## src/rtl/snn_inference_sequencer_if.sv

```systemverilog
// Handshake and control bundle between the inference sequencer and its environment:
// the sample source, the spike generator, the accumulate layer and the result sink.
interface snn_inference_sequencer_if #(
   parameter int STEP_W    = 10,
   parameter int CLASS_W   = 5,
   parameter int SPK_CNT_W = 16
) ();

   // sample intake
   logic                 sample_valid;
   logic                 sample_ready;
   logic [STEP_W-1:0]    step_limit;

   // spike generator / accumulate layer control
   logic                 layer_clear;
   logic                 gen_start;
   logic                 step_done;
   logic                 spike_out;
   logic                 get_winner;
   logic                 infer_ready;
   logic [CLASS_W-1:0]   winner_id;

   // result channel
   logic                 result_valid;
   logic                 result_ready;
   logic [CLASS_W-1:0]   result_class;
   logic                 result_err;
   logic [SPK_CNT_W-1:0] result_spikes;

   logic                 busy;

   // sequencer side
   modport master (
      input  sample_valid, step_limit, step_done, spike_out,
             infer_ready, winner_id, result_ready,
      output sample_ready, layer_clear, gen_start, get_winner,
             result_valid, result_class, result_err, result_spikes, busy
   );

   // environment side (sample source, layers, result sink)
   modport slave (
      output sample_valid, step_limit, step_done, spike_out,
             infer_ready, winner_id, result_ready,
      input  sample_ready, layer_clear, gen_start, get_winner,
             result_valid, result_class, result_err, result_spikes, busy
   );

endinterface

```

## src/rtl/snn_inference_sequencer.sv

```systemverilog
// Runs one SNN inference per accepted sample: clears the accumulate layer, starts the
// spike generator, counts timesteps up to a per-sample limit, requests the winner and
// holds the result on a valid/ready channel. A watchdog aborts stalled samples.
module snn_inference_sequencer #(
   parameter int NUM_STEPS = 1023,
   parameter int STEP_W    = 10,
   parameter int CLASS_W   = 5,
   parameter int SPK_CNT_W = 16,
   parameter int TIMEOUT   = 4096
) (
   input  logic                        clk,
   input  logic                        rst,
   snn_inference_sequencer_if.master   bus
);

   localparam int WD_W = $clog2(TIMEOUT + 1);
   localparam logic [STEP_W-1:0] DEFAULT_TARGET = STEP_W'(NUM_STEPS);
   // Watchdog fires on the TIMEOUT-th idle cycle, i.e. when the count already reads TIMEOUT-1.
   localparam logic [WD_W-1:0]   WD_LAST        = WD_W'(TIMEOUT - 1);

   typedef enum logic [2:0] {
      S_IDLE, S_CLEAR, S_START, S_RUN, S_QUERY, S_WAIT_WIN, S_HOLD
   } state_t;

   state_t               state_q;
   logic [STEP_W-1:0]    target_q;
   logic [STEP_W-1:0]    step_cnt_q, step_cnt_d;
   logic [SPK_CNT_W-1:0] spike_cnt_q, spike_cnt_d;
   logic [WD_W-1:0]      wdog_q;

   logic                 sample_ready_q;
   logic                 layer_clear_q;
   logic                 gen_start_q;
   logic                 get_winner_q;
   logic                 result_valid_q;
   logic [CLASS_W-1:0]   result_class_q;
   logic                 result_err_q;
   logic [SPK_CNT_W-1:0] result_spikes_q;
   logic                 busy_q;

   // Step and saturating spike counters advance only while the generator is running.
   always_comb begin
      step_cnt_d  = step_cnt_q;
      spike_cnt_d = spike_cnt_q;
      if (state_q == S_RUN) begin
         if (bus.step_done)
            step_cnt_d = step_cnt_q + 1'b1;
         if (bus.spike_out && (spike_cnt_q != '1))
            spike_cnt_d = spike_cnt_q + 1'b1;
      end
   end

   // Sequencer FSM with all outputs registered alongside the state.
   // NOTE: reset is synchronous and checked first, so it overrides every other input on that edge.
   always_ff @(posedge clk) begin
      if (rst) begin
         state_q         <= S_IDLE;
         target_q        <= '0;
         step_cnt_q      <= '0;
         spike_cnt_q     <= '0;
         wdog_q          <= '0;
         sample_ready_q  <= 1'b0;
         layer_clear_q   <= 1'b0;
         gen_start_q     <= 1'b0;
         get_winner_q    <= 1'b0;
         result_valid_q  <= 1'b0;
         result_class_q  <= '0;
         result_err_q    <= 1'b0;
         result_spikes_q <= '0;
         busy_q          <= 1'b0;
      end else begin
         // NOTE: non-blocking assignments throughout; later assignments in the case override these defaults.
         step_cnt_q    <= step_cnt_d;
         spike_cnt_q   <= spike_cnt_d;
         layer_clear_q <= 1'b0;
         gen_start_q   <= 1'b0;
         get_winner_q  <= 1'b0;

         case (state_q)
            S_IDLE: begin
               sample_ready_q <= 1'b1;
               if (bus.sample_valid && sample_ready_q) begin
                  target_q       <= (bus.step_limit == '0) ? DEFAULT_TARGET : bus.step_limit;
                  step_cnt_q     <= '0;
                  spike_cnt_q    <= '0;
                  wdog_q         <= '0;
                  sample_ready_q <= 1'b0;
                  layer_clear_q  <= 1'b1;
                  busy_q         <= 1'b1;
                  state_q        <= S_CLEAR;
               end
            end

            S_CLEAR: begin
               gen_start_q <= 1'b1;
               state_q     <= S_START;
            end

            S_START: begin
               wdog_q  <= '0;
               state_q <= S_RUN;
            end

            S_RUN: begin
               if (bus.step_done) begin
                  // a step arriving on the timeout cycle still counts and suppresses the abort
                  wdog_q <= '0;
                  if (step_cnt_d == target_q) begin
                     get_winner_q <= 1'b1;
                     state_q      <= S_QUERY;
                  end
               end else if (wdog_q == WD_LAST) begin
                  result_valid_q  <= 1'b1;
                  result_err_q    <= 1'b1;
                  result_class_q  <= '1;
                  result_spikes_q <= spike_cnt_d;
                  state_q         <= S_HOLD;
               end else begin
                  wdog_q <= wdog_q + 1'b1;
               end
            end

            S_QUERY: begin
               wdog_q  <= '0;
               state_q <= S_WAIT_WIN;
            end

            S_WAIT_WIN: begin
               if (bus.infer_ready) begin
                  result_valid_q  <= 1'b1;
                  result_err_q    <= 1'b0;
                  result_class_q  <= bus.winner_id;
                  result_spikes_q <= spike_cnt_q;
                  state_q         <= S_HOLD;
               end else if (wdog_q == WD_LAST) begin
                  result_valid_q  <= 1'b1;
                  result_err_q    <= 1'b1;
                  result_class_q  <= '1;
                  result_spikes_q <= spike_cnt_q;
                  state_q         <= S_HOLD;
               end else begin
                  wdog_q <= wdog_q + 1'b1;
               end
            end

            S_HOLD: begin
               if (bus.result_ready) begin
                  result_valid_q <= 1'b0;
                  sample_ready_q <= 1'b1;
                  busy_q         <= 1'b0;
                  state_q        <= S_IDLE;
               end
            end

            default: begin
               sample_ready_q <= 1'b0;
               result_valid_q <= 1'b0;
               busy_q         <= 1'b0;
               state_q        <= S_IDLE;
            end
         endcase
      end
   end

   assign bus.sample_ready  = sample_ready_q;
   assign bus.layer_clear   = layer_clear_q;
   assign bus.gen_start     = gen_start_q;
   assign bus.get_winner    = get_winner_q;
   assign bus.result_valid  = result_valid_q;
   assign bus.result_class  = result_class_q;
   assign bus.result_err    = result_err_q;
   assign bus.result_spikes = result_spikes_q;
   assign bus.busy          = busy_q;

endmodule
```

## src/flat_wrapper.sv

```systemverilog
// flat-port wrapper written by rule: the top's interface ports become plain ports
module snn_inference_sequencer_flat 
#(
   parameter int NUM_STEPS = 1023,
   parameter int STEP_W    = 10,
   parameter int CLASS_W   = 5,
   parameter int SPK_CNT_W = 16,
   parameter int TIMEOUT   = 4096
)
  (clk, rst, bus_sample_valid, bus_step_limit, bus_step_done, bus_spike_out, bus_infer_ready, bus_winner_id, bus_result_ready, bus_sample_ready, bus_layer_clear, bus_gen_start, bus_get_winner, bus_result_valid, bus_result_class, bus_result_err, bus_result_spikes, bus_busy);
  snn_inference_sequencer_if #(.STEP_W(STEP_W), .CLASS_W(CLASS_W), .SPK_CNT_W(SPK_CNT_W)) bus_i ();
  input  logic clk;
  input  logic rst;
  input wire logic [$bits(bus_i.sample_valid)-1:0] bus_sample_valid;
  input wire logic [$bits(bus_i.step_limit)-1:0] bus_step_limit;
  input wire logic [$bits(bus_i.step_done)-1:0] bus_step_done;
  input wire logic [$bits(bus_i.spike_out)-1:0] bus_spike_out;
  input wire logic [$bits(bus_i.infer_ready)-1:0] bus_infer_ready;
  input wire logic [$bits(bus_i.winner_id)-1:0] bus_winner_id;
  input wire logic [$bits(bus_i.result_ready)-1:0] bus_result_ready;
  output wire logic [$bits(bus_i.sample_ready)-1:0] bus_sample_ready;
  output wire logic [$bits(bus_i.layer_clear)-1:0] bus_layer_clear;
  output wire logic [$bits(bus_i.gen_start)-1:0] bus_gen_start;
  output wire logic [$bits(bus_i.get_winner)-1:0] bus_get_winner;
  output wire logic [$bits(bus_i.result_valid)-1:0] bus_result_valid;
  output wire logic [$bits(bus_i.result_class)-1:0] bus_result_class;
  output wire logic [$bits(bus_i.result_err)-1:0] bus_result_err;
  output wire logic [$bits(bus_i.result_spikes)-1:0] bus_result_spikes;
  output wire logic [$bits(bus_i.busy)-1:0] bus_busy;
  assign bus_i.sample_valid = bus_sample_valid;
  assign bus_i.step_limit = bus_step_limit;
  assign bus_i.step_done = bus_step_done;
  assign bus_i.spike_out = bus_spike_out;
  assign bus_i.infer_ready = bus_infer_ready;
  assign bus_i.winner_id = bus_winner_id;
  assign bus_i.result_ready = bus_result_ready;
  assign bus_sample_ready = bus_i.sample_ready;
  assign bus_layer_clear = bus_i.layer_clear;
  assign bus_gen_start = bus_i.gen_start;
  assign bus_get_winner = bus_i.get_winner;
  assign bus_result_valid = bus_i.result_valid;
  assign bus_result_class = bus_i.result_class;
  assign bus_result_err = bus_i.result_err;
  assign bus_result_spikes = bus_i.result_spikes;
  assign bus_busy = bus_i.busy;
  snn_inference_sequencer #(.NUM_STEPS(NUM_STEPS), .STEP_W(STEP_W), .CLASS_W(CLASS_W), .SPK_CNT_W(SPK_CNT_W), .TIMEOUT(TIMEOUT)) u_core (.clk(clk), .rst(rst), .bus(bus_i));
endmodule
```

## config.mk

```make
export PLATFORM = sky130hd
export DESIGN_NAME = snn_inference_sequencer_flat
export DESIGN_NICKNAME = d
export VERILOG_FILES = /design/src/rtl/snn_inference_sequencer_if.sv /design/src/rtl/snn_inference_sequencer.sv /design/src/flat_wrapper.sv
export SDC_FILE = /design/constraint.sdc
export NUM_CORES = 1
export LEC_CHECK = 0
export ABC_CLOCK_PERIOD_IN_PS = 6200
export CAP_MARGIN = 10
export CORE_MARGIN = 2
export CORE_UTILIZATION = 45
export CTS_CLUSTER_SIZE = 28
export DETAILED_ROUTE_END_ITERATION = 8
export PLACE_DENSITY = 0.68
export SETUP_SLACK_MARGIN = 0.02
export SYNTH_ARGS = -nofsm -noshare
export SYNTH_HDL_FRONTEND = slang
export SYNTH_SLANG_ARGS = --single-unit
```

## constraint.sdc

```tcl
create_clock -name clk -period 6.2 [get_ports clk]
set_input_delay 1.24 -clock clk [delete_from_list [all_inputs] [get_ports clk]]
set_output_delay 1.24 -clock clk [all_outputs]
set_load 0.005 [all_outputs]
```

==> impl_metrics.tcl, run 1 <==
set metrics [dict create \
    routed_wirelength_um 7910 \
    synth_area_um2 3640 \
    crit_path_max_fanout 8 \
    run_status "finished, final reports clean" \
    cts.hold.buffers_added 0 \
    fp.dieW_um 93.9 \
    final-setup-viol-count 0 \
    finalClockSkew_ns 0.0104 \
    worst-slew-pin-transition_ns 1.06 \
    power_leakage_uw 0.00148 \
    min-delay-path-class "flip-flop to flip-flop" \
    layout.filler_cells 737 \
    core_area_um2 7770 \
    worst_setup_hold_path_clk_slew_ns 0.08 \
    async_set_or_reset_register_ratio_after_synthesis 0 \
    vias_per_cell 5.43 \
    fp.dieH_um 93.9 \
    worst_r2r_start "u_core.state_q[0]$_SDFFE_PP0P_" \
    rsz0062_at_grt "false" \
    cp.required_ns 6.43 \
    start_kind "input port" \
    timing.critical_path.buf_inv 1 \
    antenna_cells_inserted 0 \
    floorplan.io_pins 50 \
    worstPathCellList "clkdlybuf4s50_1 -> nand4b_4 -> or4_4 -> xnor2_2 -> o2111ai_1 -> a311oi_1 -> and4b_1 -> o21ai_0" \
    post_synthesis_cell_type_count 57 \
    max-cap-violations 0 \
    fin_crit_sh 0.540 \
    postCtsSetupRepairBufs 0 \
    multi_input_comb_area_um2 1900 \
    cpPeakStageDelay_ns 0.62 \
    drt_iter0_markers 95 \
    first_global_vias 3081 \
    initial_antenna_violation_count 0 \
    cts_sinks 80 \
    timing.critical_path.to_type "flip-flop" \
    report.final.hold_viol_count 0 \
    synth_top_cell_area_share 0.440 \
    grt.total_usage 0.189 \
    layout.area.seq_um2 1600 \
    design.die.area_um2 8820 \
    num_cts_buffers 9 \
    clockRootBuffer "sky130_fd_sc_hd__clkbuf_8" \
    power_density_nw_per_um2 247 \
    fp-row-count 32 \
    syn_nets 461 \
    clkPwrFrac 0.368 \
    total_switching_power_uw 283 \
    cts_max_path_buffers 2 \
    cell_taking_the_most_area_after_synthesis "sky130_fd_sc_hd__dfxtp_1" \
    port_buffers 49 \
    worst_path_max_delay_cell "sky130_fd_sc_hd__clkdlybuf4s50_1" \
    fin_tns_setup_ns 0 \
    timing.max_slew.rel_slack 0.290 \
    yosys_register_bits 80 \
    synthMostInstantiatedCell "sky130_fd_sc_hd__nor2_1" \
    final_net_count 500 \
    detail_route.wl_per_cell_um 13.6 \
    worst-endpoint-arrival_ns 3.58 \
    synth.area.top_cells "sky130_fd_sc_hd__dfxtp_1, sky130_fd_sc_hd__nor2_1, sky130_fd_sc_hd__xor2_1, sky130_fd_sc_hd__xnor2_1, sky130_fd_sc_hd__a211oi_1" \
    globalRoute.totalOverflow 0 \
    maximum_number_of_pins_on_one_net_before_global_route_repair 43 \
    synthTopCellsByCount "sky130_fd_sc_hd__nor2_1, sky130_fd_sc_hd__dfxtp_1, sky130_fd_sc_hd__nor3_1, sky130_fd_sc_hd__nand2_1, sky130_fd_sc_hd__xor2_1" \
    critical-path-top-delay-family "simple AND/OR/NAND/NOR gates" \
    synthFlopType "sky130_fd_sc_hd__dfxtp_1" \
    finalWorstPathRequiredPeriod_ns 3.35 \
    crit_start "bus_step_done" \
    worstHoldStart "u_core.bus.result_spikes[10]$_SDFFE_PP0P_" \
    seq_power_share 0.513 \
    power.share.combinational 0.119 \
    drc_errors 0 \
    syn_area_per_cell_um2 8.34 \
    grt_pass1_wl_um 13400 \
    finalMaxSlewViolations 0 \
    cts-htree-levels 3 \
    vias 3161 \
    drt_pass1_iterations 5 \
    fin_util 0.563 \
    p_int_uw 798 \
    floorplan.initialDensity 0.468 \
    power.share.switching 0.262 \
    insertion_delay_ns 0.36 \
    drive_gt1_frac 0.0479 \
    fmax_ghz 0.299 \
    critical_path_class "input port to flip-flop" \
    cts_resized 0 \
    antenna_violating_nets_post_route 0 \
    peakVddDrop_mv 0.123 \
    cts_tree "built" \
    dp_hpwl_um 5640 \
    syn-instance-count 436 \
    edff_count_synth 0 \
    hold_slack_ns 0.491 \
    area_growth_pct 20.2 \
    seq_area_frac_synth 0.440 \
    finalWeightedCongestion 0.869 \
    yosys_warnings 0 \
]
## registers in the layout (all words and copies together) (netlist names), 3 cells and up
signal,count
u_core.bus.result_spikes,16
u_core.state_q,3
u_core.bus.result_class,5
u_core.spike_cnt_q,16
u_core.target_q,10
u_core.wdog_q,13
u_core.step_cnt_q,10
## final cells by class
| type | instances | share of cell area |
|---|---|---|
| timing repair buffer | 51 | 0.116 |
| tap | 102 | 0.0292 |
| inverter | 8 | 0.00687 |
| clock buffer | 12 | 0.0355 |
| multi-input combinational | 325 | 0.435 |
| clock inverter | 4 | 0.0117 |
| sequential | 80 | 0.366 |
## routing by layer
metal  vias to the layer above  global-route usage  share of wire
li1                       1604                   -              -
met1                      1471               0.230           0.47
met2                        72               0.324           0.46
met3                        14              0.0377          0.049
met4                         0              0.0761          0.017
met5                         -                   0              0
## worst min-delay path, cell delays in order, from the launching register on
cell	delay (ns)
sky130_fd_sc_hd__dfxtp_1	0.32
sky130_fd_sc_hd__o211ai_1	0.07
sky130_fd_sc_hd__a21oi_1	0.06
## power by group through the flow
stage / Combinational [uW] / Clock (uW) / Sequential (uW)
floorplan: 90.9 / 0 / 555
global placement: 125 / 0 / 565
detailed placement: 127 / 0 / 566
CTS: 129 / 405 / 554
global route: 142 / 428 / 558
finish: 128 / 398 / 554
## through the flow
| step | cells | power [uW] | area [um^2] | setup WS (ns) |
|---|---|---|---|---|
| floorplan | 436 | 646 | 3640 | 3.41 |
| global placement | 566 | 691 | 4170 | 2.57 |
| detailed placement | 566 | 693 | 4170 | 2.51 |
| CTS | 582 | 1090 | 4370 | 2.86 |
| global route | 582 | 1130 | 4370 | 2.66 |
| finish | 582 | 1080 | 4370 | 2.85 |
## cells by family after synthesis
group                      synth area share
buffers and inverters                0.0368
and+or+nand+nor                       0.284
muxes                               0.00275
adders and majority gates            0.0103
DFF                                   0.440
xor gates and xnor gates             0.0926
AOI/OAI and AO/OA                     0.134
## path summary, 6_finish.rpt
kind | endpoint | slack [ns] | depth (start not counted)
worst max-delay path | u_core.state_q[0]$_SDFFE_PP0P_ | 2.85 | 8
worst min-delay path | u_core.bus.result_spikes[10]$_SDFFE_PP0P_ | 0.49 | 2
worst max register to register | u_core.state_q[0]$_SDFFE_PP0P_ | 3.54 | 7
worst min register to register | u_core.bus.result_spikes[10]$_SDFFE_PP0P_ | 0.49 | 2
## layout by cell type, fill, tap and decap left out, types with 3 or more instances in the layout
cell type	n
sky130_fd_sc_hd__nor4_1	3
sky130_fd_sc_hd__nand4_1	9
sky130_fd_sc_hd__nor2_1	100
sky130_fd_sc_hd__o21ai_0	13
sky130_fd_sc_hd__dfxtp_1	80
sky130_fd_sc_hd__or4_1	4
sky130_fd_sc_hd__nand3_1	17
sky130_fd_sc_hd__clkdlybuf4s50_1	49
sky130_fd_sc_hd__and4_1	3
sky130_fd_sc_hd__xnor2_1	15
sky130_fd_sc_hd__and4b_1	3
sky130_fd_sc_hd__and3_1	6
sky130_fd_sc_hd__nor3b_1	3
sky130_fd_sc_hd__xor2_1	19
sky130_fd_sc_hd__a21oi_1	18
sky130_fd_sc_hd__a211oi_1	17
sky130_fd_sc_hd__nand2b_1	4
sky130_fd_sc_hd__nor3_1	24
sky130_fd_sc_hd__clkbuf_8	11
sky130_fd_sc_hd__ha_1	3
sky130_fd_sc_hd__inv_1	8
sky130_fd_sc_hd__nand2_1	22
sky130_fd_sc_hd__or3_1	5
Note: power is estimated with default switching activity, not from simulation.
==> run 2, diff against run 1 <==
- ABC_CLOCK_PERIOD_IN_PS: 6200 -> 2900
- PLACE_DENSITY: 0.68 -> 0.7
- clock period: 6.2 -> 2.9 ns (I/O delays scaled with it)
==> run 2 against run 1 <==
Register-to-register slack got worse by 3.0 ns. Hold slack improved by 0.0084 ns. Final cell count increased by 1.9%.
==> impl_metrics.tcl, run 2 (synthesis gave the netlist of run 1 again) <==
set metrics [dict create \
    area_growth_pct 22.1 \
    fmax_ghz 0.402 \
    drt_pass1_iterations 4 \
    antenna_cells_inserted 0 \
    final_common_cell "sky130_fd_sc_hd__nor2_1" \
    rsz0062_at_grt "false" \
    port_buffers 49 \
    finalWorstPathRequiredPeriod_ns 2.49 \
    antenna_violating_nets_post_route 0 \
    worst_setup_hold_path_clk_slew_ns 0.09 \
    power.share.combinational 0.138 \
    fp-row-count 32 \
    cts_sinks 80 \
    routed_wirelength_um 8340 \
    crit_path_max_fanout 6 \
    finalMaxSlewViolations 0 \
    vias_per_cell 5.39 \
    power_density_nw_per_um2 504 \
    worst-endpoint-arrival_ns 2.73 \
    drive_gt1_frac 0.0713 \
    finalClockSkew_ns 0.00990 \
    postCtsSetupRepairBufs 0 \
    grt.total_usage 0.200 \
    dp_hpwl_um 6040 \
    max-cap-violations 0 \
    layout.filler_cells 723 \
    fp.dieH_um 93.9 \
    timing.critical_path.buf_inv 1 \
    design.die.area_um2 8820 \
    cts-htree-levels 3 \
    commonest_cells_after_routing_fill_and_taps_aside "sky130_fd_sc_hd__nor2_1, sky130_fd_sc_hd__dfxtp_1, sky130_fd_sc_hd__clkdlybuf4s50_1" \
    globalRoute.totalOverflow 0 \
    drt_iter0_markers 162 \
    initial_antenna_violation_count 0 \
    start_kind "input port" \
    timing.critical_path.to_type "flip-flop" \
    fin_tns_setup_ns 0 \
    finalWeightedCongestion 0.871 \
    cts_max_path_buffers 2 \
    p_int_uw 1590 \
    cp.required_ns 3.14 \
    grt_pass1_wl_um 14100 \
    layout.area.seq_um2 1600 \
    worst_path_max_delay_cell "sky130_fd_sc_hd__or4_4" \
    report.power.total_uw 2240 \
    critical_path_class "input port to flip-flop" \
    cpPeakStageDelay_ns 0.56 \
    report.final.hold_viol_count 0 \
    floorplan.initialDensity 0.468 \
    critical-path-top-delay-family "simple AND/OR/NAND/NOR gates" \
    cts_resized 0 \
    peakVddDrop_mv 0.260 \
    core_area_um2 7770 \
    clockRootBuffer "sky130_fd_sc_hd__clkbuf_8" \
    detail_route.wl_per_cell_um 14.1 \
    power_leakage_uw 0.00151 \
    multi_input_comb_area_um2 1900 \
    final-setup-viol-count 0 \
    min-delay-path-class "flip-flop to flip-flop" \
    run_status "finished, final reports clean" \
    insertion_delay_ns 0.36 \
    fp.dieW_um 93.9 \
    timing.max_slew.rel_slack 0.551 \
    power.share.switching 0.288 \
    cts_tree "built" \
    clkPwrFrac 0.337 \
    maximum_number_of_pins_on_one_net_before_global_route_repair 38 \
    vias 3199 \
    seq_power_share 0.525 \
    first_global_vias 2943 \
    drc_errors 0 \
    placedCellCount 577 \
    floorplan.io_pins 50 \
    num_cts_buffers 9 \
    final_net_count 511 \
    worst-slew-pin-transition_ns 0.672 \
    worstPathCellList "clkdlybuf4s50_1 -> nand4b_4 -> or4_4 -> xnor2_2 -> o2111ai_1 -> a311oi_1 -> and4b_1 -> o21ai_0" \
    fin_cells 593 \
    fin_crit_sh 0.858 \
    cts.hold.buffers_added 0 \
    total_switching_power_uw 645 \
]
==> run 2: changes by cell type in the layout (fill, tap and decap cells not counted), sizes merged <==
cell      previous run  this run
buf                  2        13
clkbuf              12         9
clkinv               1         3
clkinvlp             1         3
bufinv               1         0
==> run 2: path summary, 6_finish.rpt <==
path	from	cells past startpoint	end	slack (ns)
worst max-delay path	bus_step_done	8	u_core.state_q[0]$_SDFFE_PP0P_	0.41
worst min-delay path	u_core.bus.result_class[4]$_SDFFE_PP0P_	2	u_core.bus.result_class[4]$_SDFFE_PP0P_	0.50
worst min register to register	u_core.bus.result_class[4]$_SDFFE_PP0P_	2	u_core.bus.result_class[4]$_SDFFE_PP0P_	0.50
worst max register to register	u_core.state_q[2]$_SDFFE_PP0P_	7	u_core.state_q[0]$_SDFFE_PP0P_	0.56
==> run 2: area by class of cell <==
type / count / area share
tap: 102 / 0.0287
sequential: 80 / 0.361
multi-input combinational: 325 / 0.428
inverter: 8 / 0.00676
clock buffer: 9 / 0.0279
clock inverter: 7 / 0.0127
timing repair buffer: 62 / 0.135
==> run 2: metrics by stage <==
| stage | hold WS [ns] | utilization | area (um^2) | setup WS, ns |
|---|---|---|---|---|
| floorplan | 0.458 | - | 3640 | 0.765 |
| global placement | 0.474 | 0.548 | 4260 | 0.128 |
| detailed placement | 0.485 | 0.548 | 4260 | 0.0468 |
| CTS | 0.496 | 0.572 | 4440 | 0.424 |
| global route | 0.516 | 0.572 | 4440 | 0.261 |
| finish | 0.500 | 0.572 | 4440 | 0.413 |
==> run 2: power groups by stage <==
stage          logic, uW  clock network [uW]  registers, uW
3_3_place_gp         306                   0           1200
3_5_place_dp         307                   0           1200
5_1_grt              348                 809           1180
4_1_cts              310                 769           1170
6_report             310                 754           1170
2_1_floorplan        194                   0           1190
==> run 2: worst reg2reg max path: cells and delay by family (launching register included) <==
kind | cells | cell delay (ns)
xor gates and xnor gates | 1 | 0.17
DFF | 1 | 0.49
and+or+nand+nor | 3 | 1.15
AOI/OAI and AO/OA | 3 | 0.44
==> run 2: metal layers <==
metal | track usage | part of all wire
met5 | 0 | 0
met1 | 0.285 | 0.50
met3 | 0.0297 | 0.048
met2 | 0.308 | 0.44
met4 | 0.0725 | 0.016
